### config.mk
export PLATFORM = sky130hd
export DESIGN_NAME = vec_mem_sequencer
export DESIGN_NICKNAME = d
export VERILOG_FILES = /design/src/rtl/vec_mem_sequencer.sv
export SDC_FILE = /design/constraint.sdc
export NUM_CORES = 1
export LEC_CHECK = 0
export ABC_CLOCK_PERIOD_IN_PS = 2000
export CORE_AREA = 2 2 454 456
export CTS_BUF_LIST = sky130_fd_sc_hd__clkbuf_16
export DETAILED_ROUTE_END_ITERATION = 7
export DIE_AREA = 0 0 456 458
export GPL_ROUTABILITY_DRIVEN = 0
export GPL_TIMING_DRIVEN = 0
export SYNTH_ARGS = -nofsm -noshare
export SYNTH_HDL_FRONTEND = slang
export SYNTH_SLANG_ARGS = --single-unit
### constraint.sdc
create_clock -name clk -period 2 [get_ports clk]
set_input_delay 0.4 -clock clk [delete_from_list [all_inputs] [get_ports clk]]
set_output_delay 0.4 -clock clk [all_outputs]
set_load 0.05 [all_outputs]
### src/rtl/vec_mem_sequencer.sv
// Vector/scalar memory sequencer: streams vector load/store commands onto the banked data memory one row per beat, sharing the port with scalar accesses.
// Latency: vector beats T+1..T+4 after accept; load writeback T+2..T+5, cmd_done T+5 (load) / T+4 (store) / T+1 (range error); scalar read data one cycle after grant.
// Backpressure: cmd_ready low outside IDLE or while a scalar request has priority; s_req is held until s_gnt; writeback and memory sides are never stalled.
//
// Ports:
//   clk, rst                  - clock, synchronous active-high reset
//   cmd_*                     - vector command (valid/ready), completion (cmd_done/cmd_err pulses)
//   st_rd_vreg/st_rd_beat     - store-data read address into the vector register file; st_data returns it combinationally
//   wb_*                      - load element-group writeback to the vector register file
//   s_*                       - scalar request (held until s_gnt) and scalar read return
//   mem_*                     - banked data memory port (one row of BANKS words; read data one cycle later)
module vec_mem_sequencer #(
  parameter int BANKS = 8,
  parameter int BEATS = 4,
  parameter int DEPTH = 120,
  parameter int AW    = 7
) (
  input  logic                clk,
  input  logic                rst,
  input  logic                cmd_valid,
  output logic                cmd_ready,
  input  logic                cmd_is_store,
  input  logic [AW-1:0]       cmd_base,
  input  logic [4:0]          cmd_vreg,
  output logic                cmd_done,
  output logic                cmd_err,
  output logic [4:0]          st_rd_vreg,
  output logic [1:0]          st_rd_beat,
  input  logic [32*BANKS-1:0] st_data,
  output logic                wb_valid,
  output logic [4:0]          wb_vreg,
  output logic [1:0]          wb_beat,
  output logic [32*BANKS-1:0] wb_data,
  input  logic                s_req,
  input  logic                s_we,
  input  logic [AW-1:0]       s_row,
  input  logic [2:0]          s_bank,
  input  logic [31:0]         s_wdata,
  output logic                s_gnt,
  output logic                s_rvalid,
  output logic [31:0]         s_rdata,
  output logic                mem_en,
  output logic                mem_we,
  output logic [BANKS-1:0]    mem_wmask,
  output logic [AW-1:0]       mem_row,
  output logic [32*BANKS-1:0] mem_wdata,
  input  logic [32*BANKS-1:0] mem_rdata
);

  localparam logic [1:0] LAST_BEAT = 2'(BEATS - 1);

  typedef enum logic [1:0] {IDLE, VBEAT, VDRAIN, SCALAR} state_t;

  state_t          state, state_nxt;
  logic            last_vec;     // last grant went to a vector command
  logic            is_store;
  logic [AW-1:0]   base;
  logic [4:0]      vreg;
  logic [1:0]      beat;
  logic            err_q;        // range-error completion pending for this cycle
  logic            ld_pend;      // load beat issued last cycle, its data is on mem_rdata now
  logic [1:0]      ld_beat;
  logic            s_rd_pend;    // scalar read issued last cycle
  logic [2:0]      s_bank_q;

  logic accept;
  logic range_err;
  logic s_pick;
  logic vec_last;

  // Whole vector must fit below DEPTH; evaluated in int so base near 2^AW cannot wrap.
  assign range_err = (int'(cmd_base) + BEATS) > DEPTH;
  assign cmd_ready = (state == IDLE) && !(s_req && last_vec);
  assign accept    = cmd_valid && cmd_ready;
  // Scalar wins when it alone requests, or when the previous grant was a vector.
  assign s_pick    = (state == IDLE) && s_req && (last_vec || !cmd_valid);
  assign vec_last  = (state == VBEAT) && (beat == LAST_BEAT);

  // State register
  always_ff @(posedge clk) begin
    if (rst) state <= IDLE;
    else     state <= state_nxt;
  end

  // Next-state logic
  always_comb begin
    state_nxt = state;
    case (state)
      IDLE: begin
        if (s_pick)                     state_nxt = SCALAR;
        else if (accept && !range_err)  state_nxt = VBEAT;
      end
      VBEAT: begin
        if (vec_last) state_nxt = is_store ? IDLE : VDRAIN;
      end
      VDRAIN:  state_nxt = IDLE;
      SCALAR:  state_nxt = IDLE;
      default: state_nxt = IDLE;
    endcase
  end

  // Datapath and bookkeeping registers
  always_ff @(posedge clk) begin
    if (rst) begin
      last_vec  <= 1'b0;
      is_store  <= 1'b0;
      base      <= '0;
      vreg      <= '0;
      beat      <= '0;
      err_q     <= 1'b0;
      ld_pend   <= 1'b0;
      ld_beat   <= '0;
      s_rd_pend <= 1'b0;
      s_bank_q  <= '0;
    end else begin
      if (accept) begin
        is_store <= cmd_is_store;
        base     <= cmd_base;
        vreg     <= cmd_vreg;
        beat     <= '0;
      end else if (state == VBEAT) begin
        beat <= beat + 2'd1;
      end
      err_q     <= accept && range_err;
      ld_pend   <= (state == VBEAT) && !is_store;
      ld_beat   <= beat;
      s_rd_pend <= (state == SCALAR) && !s_we;
      s_bank_q  <= s_bank;
      if (state == SCALAR)
        last_vec <= 1'b0;
      else if ((vec_last && is_store) || (state == VDRAIN))
        last_vec <= 1'b1;
    end
  end

  // Output logic
  always_comb begin
    cmd_done   = err_q || (state == VDRAIN) || (vec_last && is_store);
    cmd_err    = err_q;
    st_rd_vreg = '0;
    st_rd_beat = '0;
    wb_valid   = ld_pend;
    wb_vreg    = ld_pend ? vreg : 5'd0;
    wb_beat    = ld_pend ? ld_beat : 2'd0;
    wb_data    = ld_pend ? mem_rdata : '0;
    s_gnt      = 1'b0;
    s_rvalid   = s_rd_pend;
    s_rdata    = s_rd_pend ? mem_rdata[32*s_bank_q +: 32] : 32'd0;
    mem_en     = 1'b0;
    mem_we     = 1'b0;
    mem_wmask  = '0;
    mem_row    = '0;
    mem_wdata  = '0;
    case (state)
      VBEAT: begin
        mem_en  = 1'b1;
        mem_we  = is_store;
        mem_row = base + AW'(beat);
        if (is_store) begin
          mem_wmask  = '1;
          st_rd_vreg = vreg;
          st_rd_beat = beat;
          mem_wdata  = st_data;
        end
      end
      SCALAR: begin
        s_gnt   = 1'b1;
        mem_en  = 1'b1;
        mem_we  = s_we;
        mem_row = s_row;
        if (s_we) begin
          mem_wmask = BANKS'(1) << s_bank;
          // Every lane carries the word; the one-hot mask selects the bank.
          mem_wdata = {BANKS{s_wdata}};
        end
      end
      default: ;
    endcase
  end

endmodule

==> results of run 1 <==
cell families (layout without fill, tap and decap cells):
family	Yosys count	count (layout)	share of synthesized area, %
xor+xnor	6	6	0.675
buf+inv	129	1348	9.27
fa+ha+maj	6	6	1.06
flops	26	26	6.68
mux	99	99	23.1
other cells	0	70	0
compound gates	297	297	27.9
simple gates	406	406	31.3
cell usage after synthesis, drive strengths merged (2+ instances only):
| cell type | n |
|---|---|
| nor2 | 6 |
| xor2 | 2 |
| nand2 | 34 |
| nor2b | 41 |
| dfxtp | 26 |
| and3 | 2 |
| a21o | 257 |
| ha | 5 |
| o211a | 3 |
| nand3 | 3 |
| buf | 79 |
| nor3 | 3 |
| nand2b | 7 |
| mux2i | 35 |
| and2 | 304 |
| xnor2 | 4 |
| o31ai | 2 |
| nor3b | 2 |
| mux4 | 64 |
| a211oi | 2 |
| inv | 4 |
| clkbuf | 46 |
| o21ai | 9 |
| a21oi | 20 |
where the power goes:
group	switching, mW	leakage (nW)	total, mW	internal [mW]
Clock	0.200	0.0515	0.598	0.399
Combinational	3.64	12.1	6.43	2.79
Sequential	0.0496	0.218	0.603	0.553
layout make-up:
type	count	area, um^2	area share (%)
Sequential cell	26	543	2.01
Clock buffer	3	75.1	0.278
Clock inverter	1	30.0	0.111
Tap cell	2688	3360	12.4
Antenna cell	70	175	0.648
Inverter	4	15.0	0.0555
Buffer	103	1670	6.17
Timing Repair Buffer	1237	13900	51.4
Multi-Input combinational cell	814	7270	26.9
per-layer routing:
metal	wire length, um	up-vias
met3	15000	655
met5	398	-
li1	-	5918
met1	66100	7486
met2	138000	1416
met4	14000	48
final timing paths:
| path | end | slack [ns] | startpoint |
|---|---|---|---|
| max | s_rdata[15] | -0.54 | s_bank_q[0] |
| min | s_rvalid | 0.42 | s_we |
| min reg2reg | vreg[1] | 0.48 | vreg[1] |
| max reg2reg | base[5] | 0.35 | state[0] |
worst max-delay path, stage by stage (launching register included):
cell,delay (ns)
sky130_fd_sc_hd__dfxtp_4,0.41
sky130_fd_sc_hd__buf_12,0.18
sky130_fd_sc_hd__buf_16,0.15
sky130_fd_sc_hd__mux4_2,0.60
sky130_fd_sc_hd__mux2i_4,0.28
sky130_fd_sc_hd__nor2b_2,0.08
sky130_fd_sc_hd__buf_6,0.16
placed cells by master, fill, tap and decap left out, types with 7 or more instances in the layout:
cell / instances
sky130_fd_sc_hd__a21o_4: 12
sky130_fd_sc_hd__and2_2: 95
sky130_fd_sc_hd__buf_6: 310
sky130_fd_sc_hd__buf_4: 69
sky130_fd_sc_hd__clkbuf_4: 68
sky130_fd_sc_hd__buf_8: 70
sky130_fd_sc_hd__a21oi_1: 18
sky130_fd_sc_hd__diode_2: 70
sky130_fd_sc_hd__clkdlybuf4s50_1: 571
sky130_fd_sc_hd__buf_12: 143
sky130_fd_sc_hd__mux4_2: 63
sky130_fd_sc_hd__buf_16: 18
sky130_fd_sc_hd__and2_1: 149
sky130_fd_sc_hd__mux2i_1: 24
sky130_fd_sc_hd__dfxtp_1: 16
sky130_fd_sc_hd__nand2_1: 33
sky130_fd_sc_hd__buf_2: 39
sky130_fd_sc_hd__nor2b_2: 33
sky130_fd_sc_hd__clkbuf_16: 26
sky130_fd_sc_hd__nor2b_1: 7
sky130_fd_sc_hd__a21o_1: 245
sky130_fd_sc_hd__clkbuf_2: 21
sky130_fd_sc_hd__and2_4: 60
stage by stage:
step	utilization [%]	TNS [ns]	hold slack, ns
2_1_floorplan	-	-0.272	0.440
3_3_place_gp	11.3	-1015.17	0.461
3_5_place_dp	11.3	-1008.25	0.464
4_1_cts	12.7	-192.41	0.437
5_1_grt	13.2	-136.18	0.413
6_report	13.3	-114.14	0.424
sequential cells by signal (all words and copies together) (netlist names):
name	cells
base	7
is_store	1
s_rvalid	1
vreg	5
beat	2
ld_beat	2
s_bank_q	3
wb_valid	1
cmd_err	1
state	2
last_vec	1
repair_timing:
item,in CTS,in global routing
resized for setup,3381,1302
pin swaps,81,111
buffers inserted,38,23
hold buffers,0,0
gates cloned,23,16
setup endpoints to repair,580,560
==> out/results.txt, run 1 <==
The count of input and output buffers is 1152. For the number of nets in the synthesized netlist, the log shows 1547. Prevailing post-synth register cell: sky130_fd_sc_hd__dfxtp_1.

Timing analysis after detailed placement gives a worst setup slack of -2.70 ns. In the routed design, unresolved DRC markers number 0. In this run, synthesis inferred 0 flip-flops with an integrated enable. Dividing total power by cell area gives a power density of 282 nW/um^2. The global-route met3 utilization is 5.23%. The kind of start point of the critical path is a register. The final reports fail on antenna violations, negative setup slack.

For this run, asynchronously set or reset flops after synthesis account for 0%. Data arrives at the worst endpoint at 2.14 ns. The category of the worst setup path capture point was a primary output.

The sequential fraction of the synthesis area is 6.68%, and the clock-pin slew of the registers on the worst-case setup and hold paths is 0.07 ns. For the initial cell density of the core, the log shows 3.82%. The actual slew at the worst max-slew pin is 0.570 ns, and the overall track demand over capacity in global routing is 21.0%. Before antenna repair, the detailed router went through 7 iterations.

The worst slew margin relative to its limit was 62.0%. Overall power consumption after layout is estimated at 7.63 mW. The via count of the first global-routing pass was 15000; the per-cell via count in the routed design was 3.14. The tools report the max-slew violation count as 0. The routed design could run at a clock period as short as 2.54 ns.

The logs give 0 for the count of max-cap constraint violations and 26 for the number of clock sinks. The final worst-path setup slack is -0.539 ns, and the static leakage power is 12.3 nW. Sum of routed wire length over all layers: 233000 um.

The synthesis-to-layout area growth came out at 247%. The routed layout has 15500 vias. sky130_fd_sc_hd__a21o_1 takes more of the synthesized area than any other cell. The cell area after synthesis was 7790 um^2; the largest net degree at the start of global routing was 16. The class of the tightest hold or removal check is in -> reg. The longest clock path from root to sink contains 2 buffers. The average cell area after synthesis came out at 8.04 um^2.

The post-route standard cell area excluding fillers was 27000 um^2; the final standard cell count with taps included and fillers excluded was 4946. VDD sags by at most 348 uV. The net count of the finished layout is 2767, and the count of cells along the worst hold path is 2. The most heavily used metal layer in global routing was met2. The tree is rooted in a sky130_fd_sc_hd__clkbuf_16. For this design the top-level I/O count stands at 1153. The logs give 209000 um^2 for the floorplan die area and 23200 for the number of fill cells.

The run gives 274 as the number of antenna violations at the first check in global routing. By area the synthesized netlist is led by sky130_fd_sc_hd__a21o_1 25%, sky130_fd_sc_hd__and2_1 24%, sky130_fd_sc_hd__mux4_2 18%. In this run the worst path has a maximum fanout of 5. Measured in cells, the most critical reg-to-reg path has a length of 8.

The die outline width was 456 um. For the achievable frequency, the log shows 394 MHz. Setup repair after global routing could not meet its margin everywhere.

For the final hold violation count, the log shows 0. The tools report the overall overflow remaining after global route as 0. The run finished, with violations left. The floorplan step defined a core boundary enclosing 204000 um^2. Number of warnings reported in the yosys synthesis log: 0.

In the global route stage, met2 resource usage came out at 45.6%. For the number of routed nets with antenna violations, the log shows 1. After synthesis, the largest area contributor takes up 24.8% of total cell area. Number of placement rows: 166. The kind of critical path was reg -> out.

TritonCTS built the clock tree. The data required time at the worst endpoint was 1.60 ns. The register bit count reported by yosys was 26. The worst path uses 127% of the clock period. The half-perimeter wire length after detailed placement was 211000 um. The number of cells produced by synthesis is 969, and the wire length per cell is 47.2 um.

The share of post-route cells with drive strength above 1 was 49.1%; the die height was 458 um. Once placement finished, the instance area stood at 22900 um^2. After the first detailed-routing iteration, the DRC count stood at 1006. Counting tap cells, the placed design contains a total of 4809 instances. At the later pin of the worst-skew pair, clock insertion delay measures 0.26 ns. Setup violations remaining at the end of the flow were counted as 459. In the global route stage, met1 resource usage came out at 17.6%.

For the final database, setup skew stands at 0.00137 ns. For the depth of the CTS H-tree, the log shows 1. The run gives 41 as the count of different cell masters after synthesis. The global-route wire length before repair came out at 263000 um. The total clock buffers created by CTS is 3.
(Power assumes the default switching activity.)
==> run 2: changes to the inputs <==
Settings changed: GPL_TIMING_DRIVEN 0 to not set.
==> out/results.txt, run 2 (synthesis results as in run 1) <==
The logs give 0 (unchanged) for the hold buffer count at cts and 3 (unchanged) for the total clock buffers created by CTS. The per-cell via count in the routed design was 3.07 (-2.1%); the wire length per cell was 43.0 um (-9.0%). Setup repair after global routing could not meet its margin everywhere. The sum of routed wire length over all layers came out at 215000 um (-8.0%).

For the number of fill cells, the log shows 22500 (-3.0%). Most common cell after layout, fill and taps aside: sky130_fd_sc_hd__buf_12. The run gives 1153 (unchanged) as the number of I/O pins. The kind of critical path was reg -> out. Traced cell by cell, the critical path runs through buf_12 > buf_8 > and3_4 > buf_12 > buf_16 > buf_12 > buf_16 > a21o_4 > buf_12. For the achievable frequency, the log shows 400 MHz (+1.6%).

Synthesis-to-layout area growth: 312%. Total power of the final layout: 8.10 mW (+6.2%). The logs give 2.10 ns (-0.04 ns) for the data arrival at the endpoint of the critical path and 3.82% (unchanged) for the initial cell density of the core.

The share of post-route cells with drive strength above 1 was 50.4% (+1.2 points). The peak per-stage delay on the critical path is 0.34 ns (-0.26 ns), and the starting DRC count in detailed routing is 1195 (+19%). The final critical-path required period is 2.50 ns (-0.0412 ns). The core outline area is 204000 um^2 (unchanged). The buffer cell driving the clock tree root is sky130_fd_sc_hd__clkbuf_16. The total power density per cell area came out at 252 nW/um^2 (-11%). TritonCTS built the clock tree.

The logs give 2848 (+2.9%) for the net count of the finished layout and 0 (-1) for the number of routed nets with antenna violations. In the final layout, the registers with the most flip-flops are base x7, vreg x5, s_bank_q x3. The worst setup path is launched from a register. Actual slew at the worst max-slew pin: 0.543 ns (-0.0265 ns). Top fanout value on the critical path: 9 (+4).

The endpoint identified for the worst register-to-register timing path is cmd_err. The count of max-cap constraint violations came out at 0 (unchanged). The number of placement rows came out at 166 (unchanged). The kind of cell with the highest combined delay along the critical path is buffers and inverters. The run gives 309 (-33%) as the number of endpoints failing setup at the final stage. The number of flip-flops in the largest register was 7 (unchanged). For hold timing, the worst endpoint is vreg[4]. Highest-delay cell along the critical path: sky130_fd_sc_hd__dfxtp_2. The run gives 0 (unchanged) as the DRC violations left. The register with the most flip-flops in the final layout is base. Die outline width: 456 um (unchanged).

The via count of the first global-routing pass came out at 14900 (-0.56%). The final worst-path setup slack is -0.498 ns (+0.0412 ns). The number of antenna violations at the first check in global routing is 277 (+1.1%). The count of input and output buffers came out at 1152 (unchanged).

For the count of TritonRoute iterations in the first routing pass, the log shows 5 (-2). The number of cells on the worst reg-to-reg path came out at 5 (-3). The final cycle utilization of the critical path works out to 125% (-2.1 points). The most numerous cell type found on the critical path is sky130_fd_sc_hd__buf_12.

Largest net degree at the start of global routing: 101 (+85). For the number of vias after detailed routing, the log shows 15400 (-1.1%). The tools report the half-perimeter wire length after detailed placement as 199000 um (-5.5%). The category of the worst setup path capture point was a primary output.

The count of buffer and inverter cells on the critical path works out to 7 (+4). The data required time at the worst endpoint came out at 1.60 ns (about the same). The worst hold path begins at vreg[4]. The run finished, with violations left. The setup skew after layout came out at 0.0150 ns (+0.0137 ns).

In this run the critical register-to-register path is launched from state[0]. The tools report the max-slew violation count as 0 (unchanged). The maximum vdd ir drop is 247 uV (-29%). The floorplan die area was 209000 um^2 (unchanged); the number of clock sinks was 26 (unchanged).

The count of cells along the worst hold path is 2 (unchanged). The tools report the depth of the CTS H-tree as 1 (unchanged). The final reports fail on negative setup slack. Leaving out fill and tap cells, the most frequent cells in the layout are 624 x sky130_fd_sc_hd__buf_12, 566 x sky130_fd_sc_hd__clkdlybuf4s50_1, 239 x sky130_fd_sc_hd__a21o_1. The static leakage power was 13.7 nW (+11%); the die height was 458 um (unchanged).

The tools report the source-to-sink clock delay at the later pin of the worst-skew pair as 0.27 ns (about the same). The overall track demand over capacity in global routing is 19.5% (-1.5 points). The final hold violation count was 0 (unchanged); the worst slew margin relative to its limit was 63.7% (+1.8 points). Maximum buffer depth of the clock tree: 2 (unchanged). The path class of the tightest hold or removal check is reg -> reg.

The clock-pin slew of the registers on the worst-case setup and hold paths came out at 0.08 ns (about the same). The final core utilization is 15.8% (+2.5 points), and the global-route wire length before repair is 247000 um (-6.4%). The worst reg-to-reg setup slack was 0.48 ns (+0.13 ns). The tools report the overall overflow remaining after global route as 0 (unchanged).
-- run 2: how the worst max path moves through the flow --
stage | from | end | slack (ns) | cells past startpoint
5_1_grt | state[0] | mem_wdata[252] | -0.53 | 9
2_1_floorplan | s_we | mem_wmask[0] | -0.10 | 5
4_1_cts | state[0] | mem_wdata[133] | -0.51 | 9
6_report | state[0] | mem_wdata[51] | -0.50 | 9
3_5_place_dp | s_we | mem_wdata[38] | -0.58 | 7
3_3_place_gp | s_we | mem_wdata[198] | -0.62 | 7
-- run 2: per-layer routing --
layer  share of wire (%)  track usage [%]  routed length, um
met1                  28             16.2              59400
met2                  60             43.0             130000
met3                 7.7             5.84              16400
met4                 4.0             4.71               8510
met5                0.23                0                500
-- run 2: final cells by class --
cell class,count,area [um^2],area share [%]
Clock buffer,3,75.1,0.234
Sequential cell,26,549,1.71
Tap cell,2688,3360,10.5
Clock inverter,1,3.75,0.0117
Multi-Input combinational cell,814,7230,22.5
Timing Repair Buffer,1421,20800,64.7
Antenna cell,41,103,0.320
Inverter,4,15.0,0.0468
-- run 2: report_power, final --
group,switching [mW],internal (mW)
registers,0.0516,0.552
logic,3.52,3.50
clock network,0.210,0.269
total,3.78,4.32
-- run 2: timing repair --
action / 4_1_cts / 5_1_grt
setup endpoints to repair: 320 / 366
pin swaps: 183 / 53
setup buffers: 36 / 8
gates cloned: 22 / 10
gates resized for setup: 146 / 75
-- run 2: worst reg2reg max path: stages, from the launching register on --
cell                       delay, ns
sky130_fd_sc_hd__dfxtp_2        0.34
sky130_fd_sc_hd__buf_4          0.17
sky130_fd_sc_hd__a211oi_2       0.28
sky130_fd_sc_hd__nand2_1        0.13
sky130_fd_sc_hd__or4_1          0.42
sky130_fd_sc_hd__nor2_1         0.11
-- run 2: per-stage QoR --
stage	setup TNS, ns	hold WS [ns]	cells	worst slack (ns)	cell area, um^2
3_5_place_dp	-138.20	0.465	4902	-0.576	30200
6_report	-116.32	0.470	4998	-0.498	32100
5_1_grt	-132.34	0.494	4973	-0.532	32000
2_1_floorplan	-0.272	0.440	969	-0.103	8040
3_3_place_gp	-140.61	0.457	4902	-0.616	30200
4_1_cts	-133.47	0.475	4953	-0.513	31700
==> edit, RTL diff (flow settings as in run 2) <==
`BANKS`: 8 -> 4.
--- a/src/rtl/vec_mem_sequencer.sv
+++ b/src/rtl/vec_mem_sequencer.sv
@@ -11,5 +11,5 @@
 //   mem_*                     - banked data memory port (one row of BANKS words; read data one cycle later)
 module vec_mem_sequencer #(
-  parameter int BANKS = 8,
+  parameter int BANKS = 4,
   parameter int BEATS = 4,
   parameter int DEPTH = 120,
Ports: changed (5 resized); port bits go from 1153 to 637. No check against the original RTL was run, so the function may have changed too.
==> edit against run 2 <==
- the flow still finishes with violations (setup timing)
- wire length down 46%
- clock power increased by 40%
- highest routed layer unchanged
- cell count is 21% lower
- design area decreased by 36%
- setup slack improved by 0.044 ns
- power down 33%
- sequential cell count unchanged
- area after synthesis down 41%
==> edit: results (changes against run 2) <==
=====================================================================================
Net count after synthesis                                                         880   was 1547
Maximum net fanout on the critical path                                             3   was 9
Port Buffer Count                                                                 636   was 1152
Share of post-route cells with drive strength above 1                           53.9%   was 50.4%
Number of antenna violations at the first check in global routing                 134   was 277
Result of the run                                                        complete, but fails checks   unchanged
Mean instance size in the synthesized netlist                               8.24 um^2   was 8.04 um^2
Failing checks                                                           setup timing   unchanged
Top area cells in the synthesized netlist                                a22o_1, and2_1, mux4_2   was a21o_1, and2_1, mux4_2
Met2 routed WL                                                                61.4 mm   was 130 mm
Total track usage                                                               10.7%   was 19.5%
Setup clock skew after layout                                              0.00511 ns   was 0.0150 ns
Count of routing violations after the opening detailed-route iteration            653   was 1195
Total number of vias                                                             8731   was 15400
Endpoint arrival time on the critical path                                    2.05 ns   was 2.10 ns
Post-detailed-placement cell area                                         0.0180 mm^2   was 0.0302 mm^2
Cell count after placement                                                       3893   was 4902
Cell family with most CP delay                                           compound AO/OA/AOI/OAI gates   was buffers and inverters
Static leakage                                                                7.24 nW   was 13.7 nW
Wire length of the first global-routing pass                                   137 mm   was 247 mm
Net count reported at finish                                                     1570   was 2848
Maximum number of pins on one net before global-route repair                       38   was 101
Final critical-path setup slack                                             -0.453 ns   was -0.498 ns
Filler cell count                                                               23200   was 22500
Sequential cell area fraction in the yosys report                               11.3%   was 6.68%
Cell with the largest stage delay on the worst path                          a311oi_4   was dfxtp_2
Endpoints failing setup                                                           169   was 309
=====================================================================================
-- edit: changes by cell type after synthesis, sizes merged, moves of 5 or more --
cell,change
a21o,-257
and2,-167
and3,+5
clkbuf,-22
buf,-38
nand2b,-5
mux2i,-33
nor2,+10
mux4,-32
a22o,+128
-- edit: worst reg2reg max path: stages (launching register included) --
cell      delay [ns]
dfxtp_2         0.33
buf_6           0.11
buf_6           0.12
buf_4           0.16
a211oi_4        0.24
and2_1          0.20
buf_12          0.17
nand3b_1        0.09
a31oi_1         0.13
-- edit: layer usage --
| metal | track usage, % | up-vias |
|---|---|---|
| met3 | 7.77 | 306 |
| met2 | 20.4 | 665 |
| met5 | 0 | - |
| li1 | - | 3479 |
| met4 | 3.48 | 152 |
| met1 | 8.27 | 4129 |
-- edit: repair_timing --
action	in CTS	in global routing
pin swaps	132	24
buffers inserted	24	7
cloned	19	2
gates resized for setup	258	69
setup endpoints to repair	192	175
-- edit: per-stage QoR --
stage | TNS, ns | util [%] | worst slack, ns | hold slack (ns)
after floorplan | -4.38 | - | -0.143 | 0.440
after global placement | -34.64 | 8.84 | -0.343 | 0.452
after detailed placement | -32.91 | 8.84 | -0.343 | 0.459
after CTS | -24.91 | 9.86 | -0.486 | 0.478
after global routing | -27.62 | 10.0 | -0.472 | 0.502
final | -22.73 | 10.0 | -0.453 | 0.478
-- edit: cell families after synthesis --
logic type                 count (synthesis)  share of synthesized area (%)
AOI/OAI and AO/OA                        165                           29.6
xor gates and xnor gates                   5                          0.952
adders and majority gates                  6                           1.79
buffers and inverters                     72                           8.73
DFF                                       26                           11.3
muxes                                     34                           16.1
and+or+nand+nor                          250                           31.5
-- edit: final timing paths --
path	start	to	slack (ns)	depth (start not counted)
worst min register to register	vreg[3]$_SDFFE_PP0P_	vreg[3]$_SDFFE_PP0P_	0.48	2
worst min-delay path	vreg[3]$_SDFFE_PP0P_	vreg[3]$_SDFFE_PP0P_	0.48	2
worst max register to register	state[0]$_SDFFE_PP0P_	cmd_err$_SDFF_PP0_	0.39	8
worst max-delay path	beat[1]$_SDFFE_PP0P_	mem_row[5]	-0.45	6
-- edit: cell type report --
type,instances,area [um^2],area share [%]
Timing Repair Buffer,750,11200,54.9
Multi-Input combinational cell,460,5140,25.2
Tap cell,2688,3360,16.5
Sequential cell,26,539,2.64
Clock buffer,3,75.1,0.368
Antenna cell,13,32.5,0.159
Clock inverter,1,30.0,0.147
Inverter,7,26.3,0.129
-- edit: report_power, final --
part / total [W] / internal [W] / switching (W) / leakage, nW
Clock: 0.000669 / 0.000402 / 0.000267 / 0.0512
Combinational: 0.00420 / 0.00194 / 0.00227 / 6.97
Sequential: 0.000585 / 0.000550 / 0.0000358 / 0.217
Total: 0.00546 / 0.00289 / 0.00257 / 7.24
